<file path="src/rtl/id_ex_stage_if.sv">
// Bundle of stall/flush control, ID-stage fields, writeback producer
// inputs and EX-stage outputs for the ID/EX pipeline stage.
interface id_ex_stage_if #(
    parameter int XLEN = 32,
    parameter int RA_W = 5
);
    logic            stall;
    logic            flush;
    logic            id_valid;
    logic [XLEN-1:0] id_pc;
    logic [XLEN-1:0] id_imm;
    logic [XLEN-1:0] id_rs1_data;
    logic [XLEN-1:0] id_rs2_data;
    logic [RA_W-1:0] id_rs1;
    logic [RA_W-1:0] id_rs2;
    logic [RA_W-1:0] id_rd;
    logic            id_alu_src;
    logic            id_a_pc;
    logic [2:0]      id_alu_ctrl;
    logic            id_reg_write;
    logic [RA_W-1:0] exmem_rd;
    logic            exmem_reg_write;
    logic [XLEN-1:0] exmem_result;
    logic [RA_W-1:0] memwb_rd;
    logic            memwb_reg_write;
    logic [XLEN-1:0] memwb_result;
    logic            ex_valid;
    logic [XLEN-1:0] ex_secA;
    logic [XLEN-1:0] ex_secB;
    logic [2:0]      ex_alu_ctrl;
    logic [XLEN-1:0] ex_store_data;
    logic [RA_W-1:0] ex_rd;
    logic            ex_reg_write;
    logic [1:0]      ex_fwd_a;
    logic [1:0]      ex_fwd_b;

    modport master (
        output stall, flush, id_valid, id_pc, id_imm, id_rs1_data, id_rs2_data,
               id_rs1, id_rs2, id_rd, id_alu_src, id_a_pc, id_alu_ctrl, id_reg_write,
               exmem_rd, exmem_reg_write, exmem_result,
               memwb_rd, memwb_reg_write, memwb_result,
        input  ex_valid, ex_secA, ex_secB, ex_alu_ctrl, ex_store_data,
               ex_rd, ex_reg_write, ex_fwd_a, ex_fwd_b
    );

    modport slave (
        input  stall, flush, id_valid, id_pc, id_imm, id_rs1_data, id_rs2_data,
               id_rs1, id_rs2, id_rd, id_alu_src, id_a_pc, id_alu_ctrl, id_reg_write,
               exmem_rd, exmem_reg_write, exmem_result,
               memwb_rd, memwb_reg_write, memwb_result,
        output ex_valid, ex_secA, ex_secB, ex_alu_ctrl, ex_store_data,
               ex_rd, ex_reg_write, ex_fwd_a, ex_fwd_b
    );
endinterface

</file>
<file path="src/rtl/id_ex_stage.sv">
// ID/EX pipeline register with EX/MEM and MEM/WB operand forwarding.
// Registers decoded fields, resolves rs1/rs2 hazards combinationally and
// drives the ALU operand muxes. Supports stall (hold) and flush (bubble).
module id_ex_stage #(
    parameter int XLEN = 32,
    parameter int RA_W = 5
) (
    input logic          clk,
    input logic          rst_n,
    id_ex_stage_if.slave bus
);
    typedef struct packed {
        logic            valid;
        logic [XLEN-1:0] pc;
        logic [XLEN-1:0] imm;
        logic [XLEN-1:0] rs1_data;
        logic [XLEN-1:0] rs2_data;
        logic [RA_W-1:0] rs1;
        logic [RA_W-1:0] rs2;
        logic [RA_W-1:0] rd;
        logic            alu_src;
        logic            a_pc;
        logic [2:0]      alu_ctrl;
        logic            reg_write;
    } fields_t;

    fields_t         ex_q;
    fields_t         id_fields;
    logic [XLEN-1:0] fwd_a_val;
    logic [XLEN-1:0] fwd_b_val;
    logic [1:0]      fwd_a_sel;
    logic [1:0]      fwd_b_sel;

    // Gather ID-stage fields; an invalid ID slot becomes an all-zero bubble
    always_comb begin
        id_fields = '0;
        if (bus.id_valid) begin
            id_fields.valid     = 1'b1;
            id_fields.pc        = bus.id_pc;
            id_fields.imm       = bus.id_imm;
            id_fields.rs1_data  = bus.id_rs1_data;
            id_fields.rs2_data  = bus.id_rs2_data;
            id_fields.rs1       = bus.id_rs1;
            id_fields.rs2       = bus.id_rs2;
            id_fields.rd        = bus.id_rd;
            id_fields.alu_src   = bus.id_alu_src;
            id_fields.a_pc      = bus.id_a_pc;
            id_fields.alu_ctrl  = bus.id_alu_ctrl;
            id_fields.reg_write = bus.id_reg_write;
        end
    end

    // Forwarding select: EX/MEM beats MEM/WB, x0 is never forwarded
    always_comb begin
        fwd_a_sel = 2'b00;
        fwd_a_val = ex_q.rs1_data;
        fwd_b_sel = 2'b00;
        fwd_b_val = ex_q.rs2_data;
        if (bus.exmem_reg_write && (bus.exmem_rd != '0) && (bus.exmem_rd == ex_q.rs1)) begin
            fwd_a_sel = 2'b10;
            fwd_a_val = bus.exmem_result;
        end else if (bus.memwb_reg_write && (bus.memwb_rd != '0) && (bus.memwb_rd == ex_q.rs1)) begin
            fwd_a_sel = 2'b01;
            fwd_a_val = bus.memwb_result;
        end
        if (bus.exmem_reg_write && (bus.exmem_rd != '0) && (bus.exmem_rd == ex_q.rs2)) begin
            fwd_b_sel = 2'b10;
            fwd_b_val = bus.exmem_result;
        end else if (bus.memwb_reg_write && (bus.memwb_rd != '0) && (bus.memwb_rd == ex_q.rs2)) begin
            fwd_b_sel = 2'b01;
            fwd_b_val = bus.memwb_result;
        end
    end

    // Pipeline register: flush > stall (hold, refresh operands) > load
    always_ff @(posedge clk or negedge rst_n) begin
        if (!rst_n) begin
            ex_q <= '0;
        end else if (bus.flush) begin
            ex_q <= '0;
        end else if (bus.stall) begin
            // Capture forwarded operands so a producer retiring mid-stall is kept
            ex_q.rs1_data <= fwd_a_val;
            ex_q.rs2_data <= fwd_b_val;
        end else begin
            ex_q <= id_fields;
        end
    end

    // Operand muxes and EX-stage outputs
    always_comb begin
        bus.ex_valid      = ex_q.valid;
        bus.ex_secA       = ex_q.a_pc ? ex_q.pc : fwd_a_val;
        bus.ex_secB       = ex_q.alu_src ? ex_q.imm : fwd_b_val;
        bus.ex_store_data = fwd_b_val;
        bus.ex_alu_ctrl   = ex_q.alu_ctrl;
        bus.ex_rd         = ex_q.rd;
        bus.ex_reg_write  = ex_q.reg_write & ex_q.valid;
        bus.ex_fwd_a      = fwd_a_sel;
        bus.ex_fwd_b      = fwd_b_sel;
    end
endmodule

</file>
<file path="src/flat_wrapper.sv">
// flat-port wrapper written by rule: the top's interface ports become plain ports
module id_ex_stage_flat 
#(
    parameter int XLEN = 32,
    parameter int RA_W = 5
)
  (clk, rst_n, bus_stall, bus_flush, bus_id_valid, bus_id_pc, bus_id_imm, bus_id_rs1_data, bus_id_rs2_data, bus_id_rs1, bus_id_rs2, bus_id_rd, bus_id_alu_src, bus_id_a_pc, bus_id_alu_ctrl, bus_id_reg_write, bus_exmem_rd, bus_exmem_reg_write, bus_exmem_result, bus_memwb_rd, bus_memwb_reg_write, bus_memwb_result, bus_ex_valid, bus_ex_secA, bus_ex_secB, bus_ex_alu_ctrl, bus_ex_store_data, bus_ex_rd, bus_ex_reg_write, bus_ex_fwd_a, bus_ex_fwd_b);
  id_ex_stage_if #(.XLEN(XLEN), .RA_W(RA_W)) bus_i ();
  input logic clk;
  input logic rst_n;
  input wire logic [$bits(bus_i.stall)-1:0] bus_stall;
  input wire logic [$bits(bus_i.flush)-1:0] bus_flush;
  input wire logic [$bits(bus_i.id_valid)-1:0] bus_id_valid;
  input wire logic [$bits(bus_i.id_pc)-1:0] bus_id_pc;
  input wire logic [$bits(bus_i.id_imm)-1:0] bus_id_imm;
  input wire logic [$bits(bus_i.id_rs1_data)-1:0] bus_id_rs1_data;
  input wire logic [$bits(bus_i.id_rs2_data)-1:0] bus_id_rs2_data;
  input wire logic [$bits(bus_i.id_rs1)-1:0] bus_id_rs1;
  input wire logic [$bits(bus_i.id_rs2)-1:0] bus_id_rs2;
  input wire logic [$bits(bus_i.id_rd)-1:0] bus_id_rd;
  input wire logic [$bits(bus_i.id_alu_src)-1:0] bus_id_alu_src;
  input wire logic [$bits(bus_i.id_a_pc)-1:0] bus_id_a_pc;
  input wire logic [$bits(bus_i.id_alu_ctrl)-1:0] bus_id_alu_ctrl;
  input wire logic [$bits(bus_i.id_reg_write)-1:0] bus_id_reg_write;
  input wire logic [$bits(bus_i.exmem_rd)-1:0] bus_exmem_rd;
  input wire logic [$bits(bus_i.exmem_reg_write)-1:0] bus_exmem_reg_write;
  input wire logic [$bits(bus_i.exmem_result)-1:0] bus_exmem_result;
  input wire logic [$bits(bus_i.memwb_rd)-1:0] bus_memwb_rd;
  input wire logic [$bits(bus_i.memwb_reg_write)-1:0] bus_memwb_reg_write;
  input wire logic [$bits(bus_i.memwb_result)-1:0] bus_memwb_result;
  output wire logic [$bits(bus_i.ex_valid)-1:0] bus_ex_valid;
  output wire logic [$bits(bus_i.ex_secA)-1:0] bus_ex_secA;
  output wire logic [$bits(bus_i.ex_secB)-1:0] bus_ex_secB;
  output wire logic [$bits(bus_i.ex_alu_ctrl)-1:0] bus_ex_alu_ctrl;
  output wire logic [$bits(bus_i.ex_store_data)-1:0] bus_ex_store_data;
  output wire logic [$bits(bus_i.ex_rd)-1:0] bus_ex_rd;
  output wire logic [$bits(bus_i.ex_reg_write)-1:0] bus_ex_reg_write;
  output wire logic [$bits(bus_i.ex_fwd_a)-1:0] bus_ex_fwd_a;
  output wire logic [$bits(bus_i.ex_fwd_b)-1:0] bus_ex_fwd_b;
  assign bus_i.stall = bus_stall;
  assign bus_i.flush = bus_flush;
  assign bus_i.id_valid = bus_id_valid;
  assign bus_i.id_pc = bus_id_pc;
  assign bus_i.id_imm = bus_id_imm;
  assign bus_i.id_rs1_data = bus_id_rs1_data;
  assign bus_i.id_rs2_data = bus_id_rs2_data;
  assign bus_i.id_rs1 = bus_id_rs1;
  assign bus_i.id_rs2 = bus_id_rs2;
  assign bus_i.id_rd = bus_id_rd;
  assign bus_i.id_alu_src = bus_id_alu_src;
  assign bus_i.id_a_pc = bus_id_a_pc;
  assign bus_i.id_alu_ctrl = bus_id_alu_ctrl;
  assign bus_i.id_reg_write = bus_id_reg_write;
  assign bus_i.exmem_rd = bus_exmem_rd;
  assign bus_i.exmem_reg_write = bus_exmem_reg_write;
  assign bus_i.exmem_result = bus_exmem_result;
  assign bus_i.memwb_rd = bus_memwb_rd;
  assign bus_i.memwb_reg_write = bus_memwb_reg_write;
  assign bus_i.memwb_result = bus_memwb_result;
  assign bus_ex_valid = bus_i.ex_valid;
  assign bus_ex_secA = bus_i.ex_secA;
  assign bus_ex_secB = bus_i.ex_secB;
  assign bus_ex_alu_ctrl = bus_i.ex_alu_ctrl;
  assign bus_ex_store_data = bus_i.ex_store_data;
  assign bus_ex_rd = bus_i.ex_rd;
  assign bus_ex_reg_write = bus_i.ex_reg_write;
  assign bus_ex_fwd_a = bus_i.ex_fwd_a;
  assign bus_ex_fwd_b = bus_i.ex_fwd_b;
  id_ex_stage #(.XLEN(XLEN), .RA_W(RA_W)) u_core (.clk(clk), .rst_n(rst_n), .bus(bus_i));
endmodule
</file>
<file path="config.mk">
export PLATFORM = sky130hd
export DESIGN_NAME = id_ex_stage_flat
export DESIGN_NICKNAME = d
export VERILOG_FILES = /design/src/rtl/id_ex_stage_if.sv /design/src/rtl/id_ex_stage.sv /design/src/flat_wrapper.sv
export SDC_FILE = /design/constraint.sdc
export NUM_CORES = 1
export LEC_CHECK = 0
export ABC_AREA = 1
export BUFFER_PORTS_ARGS = -buffer_cell sky130_fd_sc_hd__buf_4
export CAP_MARGIN = 25
export CELL_PAD_IN_SITES_DETAIL_PLACEMENT = 1
export CELL_PAD_IN_SITES_GLOBAL_PLACEMENT = 1
export CORE_UTILIZATION = 35
export DETAILED_ROUTE_END_ITERATION = 8
export PLACE_DENSITY = 0.84
export SLEW_MARGIN = 20
export SYNTH_ARGS = -nofsm -noshare
export SYNTH_HDL_FRONTEND = slang
export SYNTH_SLANG_ARGS = --single-unit
export TNS_END_PERCENT = 50
</file>
<file path="constraint.sdc">
create_clock -name clk -period 1.6 [get_ports clk]
set_input_delay 0.16 -clock clk [delete_from_list [all_inputs] [get_ports clk]]
set_output_delay 0.16 -clock clk [all_outputs]
set_load 0.1 [all_outputs]
</file>
==> report_table.html, run 1 <==
<table>
<tr><th>Metric</th><th>Value</th></tr>
<tr><th colspan="2">Status</th></tr>
<tr><td>Run status</td><td>aborted with a tool error</td></tr>
<tr><td>Last stage reached</td><td>5_1_grt</td></tr>
<tr><td>Tool Error</td><td>[ERROR GRT-0232] Routing congestion too high. Check the congestion heatmap in the GUI.</td></tr>
<tr><th colspan="2">Logic synthesis</th></tr>
<tr><td>Gate Count Post-Synth</td><td>1,103</td></tr>
<tr><td>Cell area after synthesis</td><td>8520 µm²</td></tr>
<tr><td>Async set-or-reset flop fraction in the synthesized netlist</td><td>100%</td></tr>
<tr><td>Largest cells by area after synthesis</td><td>sky130_fd_sc_hd__dfrtp_1 44%, sky130_fd_sc_hd__nand2_1 18%, sky130_fd_sc_hd__nand3_1 11%</td></tr>
<tr><td>Leading cell types by count after synthesis</td><td>403 x sky130_fd_sc_hd__nand2_1, 192 x sky130_fd_sc_hd__nand3_1, 150 x sky130_fd_sc_hd__dfrtp_1</td></tr>
<tr><td>Count leader, synth</td><td>sky130_fd_sc_hd__nand2_1</td></tr>
<tr><td>Syn_nets</td><td>1,333</td></tr>
<tr><td>Number of enable flip-flop cells after synthesis</td><td>0</td></tr>
<tr><td>Post-synthesis area per instance</td><td>7.72 µm²</td></tr>
<tr><td>Post-synthesis sequential area ratio</td><td>44.1%</td></tr>
<tr><td>Largest area contributor in the netlist</td><td>sky130_fd_sc_hd__dfrtp_1</td></tr>
<tr><td>Seq cells post-synth</td><td>150</td></tr>
<tr><td>Most common flop cell mapped by yosys</td><td>sky130_fd_sc_hd__dfrtp_1</td></tr>
<tr><td>Number of distinct library cell variants in the gate-level netlist after synthesis</td><td>23</td></tr>
<tr><td>Count of warnings emitted by yosys</td><td>0</td></tr>
<tr><td>Area share of the leading cell type in the synthesized netlist</td><td>44.1%</td></tr>
<tr><th colspan="2">Floorplanning</th></tr>
<tr><td>Overall die height</td><td>158 µm</td></tr>
<tr><td>Standard-cell row count</td><td>56</td></tr>
<tr><td>Io pins</td><td>340</td></tr>
<tr><td>Effective utilization at floorplan</td><td>36.0%</td></tr>
<tr><td>Chip Width</td><td>158 µm</td></tr>
<tr><th colspan="2">Clock tree</th></tr>
<tr><td>Buffer levels on the longest clock path</td><td>2</td></tr>
<tr><td>CTS buffer count</td><td>17</td></tr>
<tr><td>Clk sink count</td><td>150</td></tr>
<tr><td>H-tree depth reported by CTS</td><td>4</td></tr>
<tr><td>Clock Root Buffer</td><td>sky130_fd_sc_hd__clkbuf_16</td></tr>
<tr><th colspan="2">Global routing</th></tr>
<tr><td>Total routing usage reported by global routing</td><td>85.1%</td></tr>
<tr><td>Pin count of the biggest net entering global routing</td><td>80</td></tr>
<tr><td>Aggregate global routing overflow</td><td>284</td></tr>
<tr><th colspan="2">Place</th></tr>
<tr><td>Standard cell area after detailed placement</td><td>12,800 µm²</td></tr>
<tr><td>Routability cong.</td><td>0.918</td></tr>
<tr><td>Number of port buffers</td><td>339</td></tr>
<tr><td>DPL Wire Length</td><td>28.4 mm</td></tr>
<tr><td>Worst setup timing slack at the placement stage</td><td>-0.547 ns</td></tr>
<tr><th colspan="2">STA</th></tr>
<tr><td>GR repair worst EP</td><td>bus_ex_secA[24]</td></tr>
<tr><td>Kind of the worst endpoint</td><td>primary output</td></tr>
</table>
-- stage by stage --
step	instances	TNS, ns	hold slack, ns
after floorplan	1103	-12.44	-0.136
after global placement	1761	-47.39	0.112
after detailed placement	1761	-56.63	0.115
after CTS	1949	-86.44	0.0129
-- what timing repair did --
item                       4_1_cts
resized for setup              275
pin swaps                       19
buffers inserted                 6
setup endpoints to repair      164
hold buffers                   149
gates cloned                     1
hold endpoints to repair       183
-- metal layers --
layer / GRT overflow / global-route usage [%]
met2: 170 / 99.2
met1: 1 / 82.8
met4: 109 / 91.6
met5: 0 / 30.2
met3: 4 / 73.9
-- cell families after synthesis --
group | synth area share, %
xor gates and xnor gates | 1.85
AOI/OAI and AO/OA | 8.68
DFF | 44.1
buffers and inverters | 7.67
and+or+nand+nor | 37.7
==> run 2, diff against run 1 <==
- CELL_PAD_IN_SITES_DETAIL_PLACEMENT: 1 -> default
- CELL_PAD_IN_SITES_GLOBAL_PLACEMENT: 1 -> default
- CORE_UTILIZATION: 35 -> 30
- PLACE_DENSITY: 0.84 -> default
- PLACE_DENSITY_LB_ADDON: default -> 0.15
==> report_table.html, run 2 <==
<table>
<tr><th>Metric</th><th>Value</th></tr>
<tr><th colspan="2">Final layout</th></tr>
<tr><td>Final-stage net count</td><td>1,867</td></tr>
<tr><td>Share of final-layout standard cells stronger than drive strength 1</td><td>47.1%</td></tr>
<tr><td>Filler instances</td><td>2,244</td></tr>
<tr><td>Max FFs per register</td><td>141</td></tr>
<tr><td>Commonest non-fill, non-tap cells in the layout</td><td>301 x sky130_fd_sc_hd__buf_4, 279 x sky130_fd_sc_hd__nand2_1, 151 x sky130_fd_sc_hd__dlygate4sd3_1</td></tr>
<tr><td>Commonest non-fill, non-tap cell in the layout</td><td>sky130_fd_sc_hd__buf_4</td></tr>
<tr><td>Largest register by flop count</td><td>u_core.ex_q</td></tr>
<tr><td>Area added between synthesis and finish</td><td>104%</td></tr>
<tr><th colspan="2">Logic synthesis</th></tr>
<tr><td>Most common flop cell mapped by yosys</td><td>sky130_fd_sc_hd__dfrtp_1</td></tr>
<tr><td>Syn_nets</td><td>1,333</td></tr>
<tr><td>Gate Count Post-Synth</td><td>1,103</td></tr>
<tr><td>Cell area after synthesis</td><td>8520 µm²</td></tr>
<tr><td>Number of distinct library cell variants in the gate-level netlist after synthesis</td><td>23</td></tr>
<tr><td>Leading cell types by count after synthesis</td><td>403 x sky130_fd_sc_hd__nand2_1, 192 x sky130_fd_sc_hd__nand3_1, 150 x sky130_fd_sc_hd__dfrtp_1</td></tr>
<tr><td>Count of warnings emitted by yosys</td><td>0</td></tr>
<tr><td>Count leader, synth</td><td>sky130_fd_sc_hd__nand2_1</td></tr>
<tr><td>Post-synthesis area per instance</td><td>7.72 µm²</td></tr>
<tr><td>Largest area contributor in the netlist</td><td>sky130_fd_sc_hd__dfrtp_1</td></tr>
<tr><td>Async set-or-reset flop fraction in the synthesized netlist</td><td>100%</td></tr>
<tr><td>Number of enable flip-flop cells after synthesis</td><td>0</td></tr>
<tr><td>Largest cells by area after synthesis</td><td>sky130_fd_sc_hd__dfrtp_1 44%, sky130_fd_sc_hd__nand2_1 18%, sky130_fd_sc_hd__nand3_1 11%</td></tr>
<tr><td>Seq cells post-synth</td><td>150</td></tr>
<tr><td>Post-synthesis sequential area ratio</td><td>44.1%</td></tr>
<tr><td>Area share of the leading cell type in the synthesized netlist</td><td>44.1%</td></tr>
<tr><th colspan="2">Status</th></tr>
<tr><td>Violated checks</td><td>negative setup slack</td></tr>
<tr><td>Run status</td><td>finished with violations</td></tr>
<tr><th colspan="2">Route</th></tr>
<tr><td>Post-route DRC</td><td>0</td></tr>
<tr><td>Total vias in the final route</td><td>10,300</td></tr>
<tr><td>Detail Route Antenna Nets</td><td>0</td></tr>
<tr><td>Pre-Repair DR Iteration Count</td><td>5</td></tr>
<tr><td>First DRT Iteration DRCs</td><td>682</td></tr>
<tr><td>Total routed wirelength</td><td>40.0 mm</td></tr>
<tr><td>Post-detailed-route wirelength per cell</td><td>19.7 µm</td></tr>
<tr><td>Avg Vias per Cell</td><td>5.07</td></tr>
<tr><th colspan="2">Global routing</th></tr>
<tr><td>Aggregate global routing overflow</td><td>0</td></tr>
<tr><td>Pin count of the biggest net entering global routing</td><td>89</td></tr>
<tr><td>Via count of the first global-routing pass</td><td>10,300</td></tr>
<tr><td>Total routing usage reported by global routing</td><td>26.0%</td></tr>
<tr><td>Initial antenna violation count</td><td>0</td></tr>
<tr><td>Wire length of the first global-routing pass</td><td>57.4 mm</td></tr>
<tr><th colspan="2">Place</th></tr>
<tr><td>Routability cong.</td><td>0.888</td></tr>
<tr><td>DPL Wire Length</td><td>25.6 mm</td></tr>
<tr><td>Worst setup timing slack at the placement stage</td><td>-0.496 ns</td></tr>
<tr><td>Number of port buffers</td><td>339</td></tr>
<tr><th colspan="2">Setup path</th></tr>
<tr><td>Worst setup path start</td><td>u_core.ex_q[20]</td></tr>
<tr><td>Startpoint kind of the worst setup timing path</td><td>register</td></tr>
<tr><td>Crit path max-delay cell type</td><td>sky130_fd_sc_hd__dfrtp_1</td></tr>
<tr><td>Register-to-Register Setup Slack</td><td>-0.24 ns</td></tr>
<tr><td>Critical path arrival</td><td>2.24 ns</td></tr>
<tr><td>Critical path fanouts, max</td><td>12</td></tr>
<tr><td>Data required time of the critical path</td><td>1.44 ns</td></tr>
<tr><td>Worst Path Buf+Inv</td><td>3</td></tr>
<tr><td>Critical Path, Cell by Cell</td><td>xor2_1, buf_4, nor2_4, buf_8, nand4_1, nand3_2, nand3_1, nand2_2, buf_12</td></tr>
<tr><td>Class of the most critical setup path</td><td>reg -&gt; out</td></tr>
<tr><td>Cell class contributing the biggest share of worst-path delay</td><td>simple AND/OR/NAND/NOR gates</td></tr>
<tr><td>Slowest Stage Delay on Critical Path</td><td>0.41 ns</td></tr>
<tr><td>Crit Reg-Reg Startpoint</td><td>u_core.ex_q[11]</td></tr>
<tr><td>Crit. End Element</td><td>output pin</td></tr>
<tr><td>Critical register-to-register path endpoint</td><td>u_core.ex_q[44]</td></tr>
<tr><td>Worst Reg-to-Reg Cells</td><td>12</td></tr>
<tr><th colspan="2">Clock tree</th></tr>
<tr><td>TritonCTS clock tree</td><td>yes</td></tr>
<tr><td>Buffer levels on the longest clock path</td><td>2</td></tr>
<tr><td>Clock Root Buffer</td><td>sky130_fd_sc_hd__clkbuf_16</td></tr>
<tr><td>Clk sink count</td><td>150</td></tr>
<tr><td>H-tree depth reported by CTS</td><td>4</td></tr>
<tr><td>Clock transition at the register clock pins on the worst setup and hold paths after CTS</td><td>0.07 ns</td></tr>
<tr><td>CTS buffer count</td><td>17</td></tr>
<tr><td>Insertion delay to the later sink of the worst-skew pair</td><td>0.42 ns</td></tr>
<tr><th colspan="2">Floorplanning</th></tr>
<tr><td>Standard-cell row count</td><td>61</td></tr>
<tr><td>Effective utilization at floorplan</td><td>30.6%</td></tr>
<tr><td>Area of the die</td><td>29,100 µm²</td></tr>
<tr><td>Overall die height</td><td>171 µm</td></tr>
<tr><td>Io pins</td><td>340</td></tr>
<tr><td>Area of the core region</td><td>27,900 µm²</td></tr>
<tr><td>Chip Width</td><td>171 µm</td></tr>
<tr><th colspan="2">STA</th></tr>
<tr><td>Max-slew violations</td><td>0</td></tr>
<tr><td>Remaining max-slew budget at the tightest pin</td><td>66.1%</td></tr>
<tr><td>Maximum achievable frequency</td><td>416 MHz</td></tr>
<tr><td>Setup violators final</td><td>164</td></tr>
<tr><td>Final cycle utilization of the critical path</td><td>150%</td></tr>
<tr><td>Setup skew after layout</td><td>0.00978 ns</td></tr>
<tr><td>Minimum period implied by the final worst setup slack</td><td>2.40 ns</td></tr>
<tr><td>Setup slack of the critical path after layout</td><td>-0.804 ns</td></tr>
<tr><td>Least-Margin Pin Slew</td><td>0.508 ns</td></tr>
<tr><td>Final hold violations</td><td>0</td></tr>
<tr><td>Unrepaired setup endpoints after global routing</td><td>true</td></tr>
<tr><td>Min Hold Slack</td><td>0.0848 ns</td></tr>
<tr><th colspan="2">Min path</th></tr>
<tr><td>Worst hold endpoint</td><td>u_core.bus.ex_valid</td></tr>
<tr><td>Hold WC Path Type</td><td>in -&gt; reg</td></tr>
<tr><td>Launch instance of the worst min-delay path</td><td>bus_id_valid</td></tr>
<tr><td>Count of cells along the worst hold path</td><td>3</td></tr>
<tr><th colspan="2">Pwr</th></tr>
<tr><td>Worst IR drop on VDD</td><td>0.000496 V</td></tr>
<tr><td>Leakage power figure</td><td>0.00866 µW</td></tr>
<tr><td>Power density over the cells</td><td>729 nW/µm²</td></tr>
<tr><td>Total Power</td><td>12,700 µW</td></tr>
<tr><th colspan="2">Run</th></tr>
<tr><td>Maximum capacitance violations</td><td>0</td></tr>
</table>
run 2: logic make-up after synthesis:
group | share of synthesized area, %
flip-flops | 44.1
XOR/XNOR | 1.85
AND/OR/NAND/NOR | 37.7
AO/OA/AOI/OAI | 8.68
buffers and inverters | 7.67
run 2: worst max-delay path by stage:
stage	endpoint	slack, ns	cells past startpoint
4_1_cts	bus_ex_secB[14]	-0.81	13
2_1_floorplan	bus_ex_store_data[31]	-0.28	6
6_report	bus_ex_secA[20]	-0.80	9
3_5_place_dp	bus_ex_secA[20]	-0.50	9
3_3_place_gp	bus_ex_secA[20]	-0.49	11
5_1_grt	bus_ex_secB[26]	-0.92	11
run 2: per-stage QoR:
stage	area (µm²)	util, %	setup TNS [ns]	std cells
2_1_floorplan	9370	-	-12.44	1103
3_3_place_gp	12900	46.4	-41.03	1825
3_5_place_dp	12900	46.4	-42.62	1825
4_1_cts	16200	58.1	-77.81	2009
5_1_grt	17400	62.4	-96.17	2027
6_report	17400	62.4	-75.58	2028
run 2: worst reg2reg max path, stage by stage (launching register included):
cell and delay [ns]:
sky130_fd_sc_hd__dfrtp_1 0.43, sky130_fd_sc_hd__xnor2_1 0.15, sky130_fd_sc_hd__nand2_1 0.08, sky130_fd_sc_hd__nor2_2 0.09, sky130_fd_sc_hd__nand3_2 0.14, sky130_fd_sc_hd__buf_6 0.17, sky130_fd_sc_hd__clkinv_8 0.08, sky130_fd_sc_hd__clkbuf_16 0.19
sky130_fd_sc_hd__nand2_8 0.07, sky130_fd_sc_hd__buf_6 0.11, sky130_fd_sc_hd__buf_6 0.10, sky130_fd_sc_hd__nand3_2 0.07, sky130_fd_sc_hd__nand2_2 0.06
run 2: metal layers:
| layer | up-vias | part of all wire [%] | GRT usage (%) |
|---|---|---|---|
| met4 | 0 | 2.7 | 9.48 |
| met5 | - | 0 | 0 |
| met1 | 5023 | 41 | 32.2 |
| met2 | 412 | 50 | 44.6 |
| li1 | 4781 | - | - |
| met3 | 62 | 6.4 | 5.07 |
run 2: area by class of cell:
class	count	area (µm²)	area share, %
sequential	150	3750	21.6
timing repair buffer	606	6650	38.2
clock inverter	12	118	0.677
multi-input combinational	817	5750	33.1
antenna	1	2.50	0.0144
clock buffer	19	453	2.61
tap	378	473	2.72
inverter	45	184	1.06
run 2: report_power, final:
part	leakage, µW	switching (µW)	internal (µW)	total, µW
Clock	0.000269	1830	2240	4070
Combinational	0.00635	2700	1880	4580
Sequential	0.00204	80.6	3940	4030
Total	0.00866	4610	8070	12700
run 2: what timing repair did:
action / CTS / global route
resized for setup: 272 / 218
hold buffers: 151 / 0
setup endpoints to repair: 164 / 164
pin swaps: 13 / 44
endpoints found under the hold margin: 185 / 0
buffers inserted: 2 / 13
cloned: 0 / 6
(Power assumes the default switching activity.)
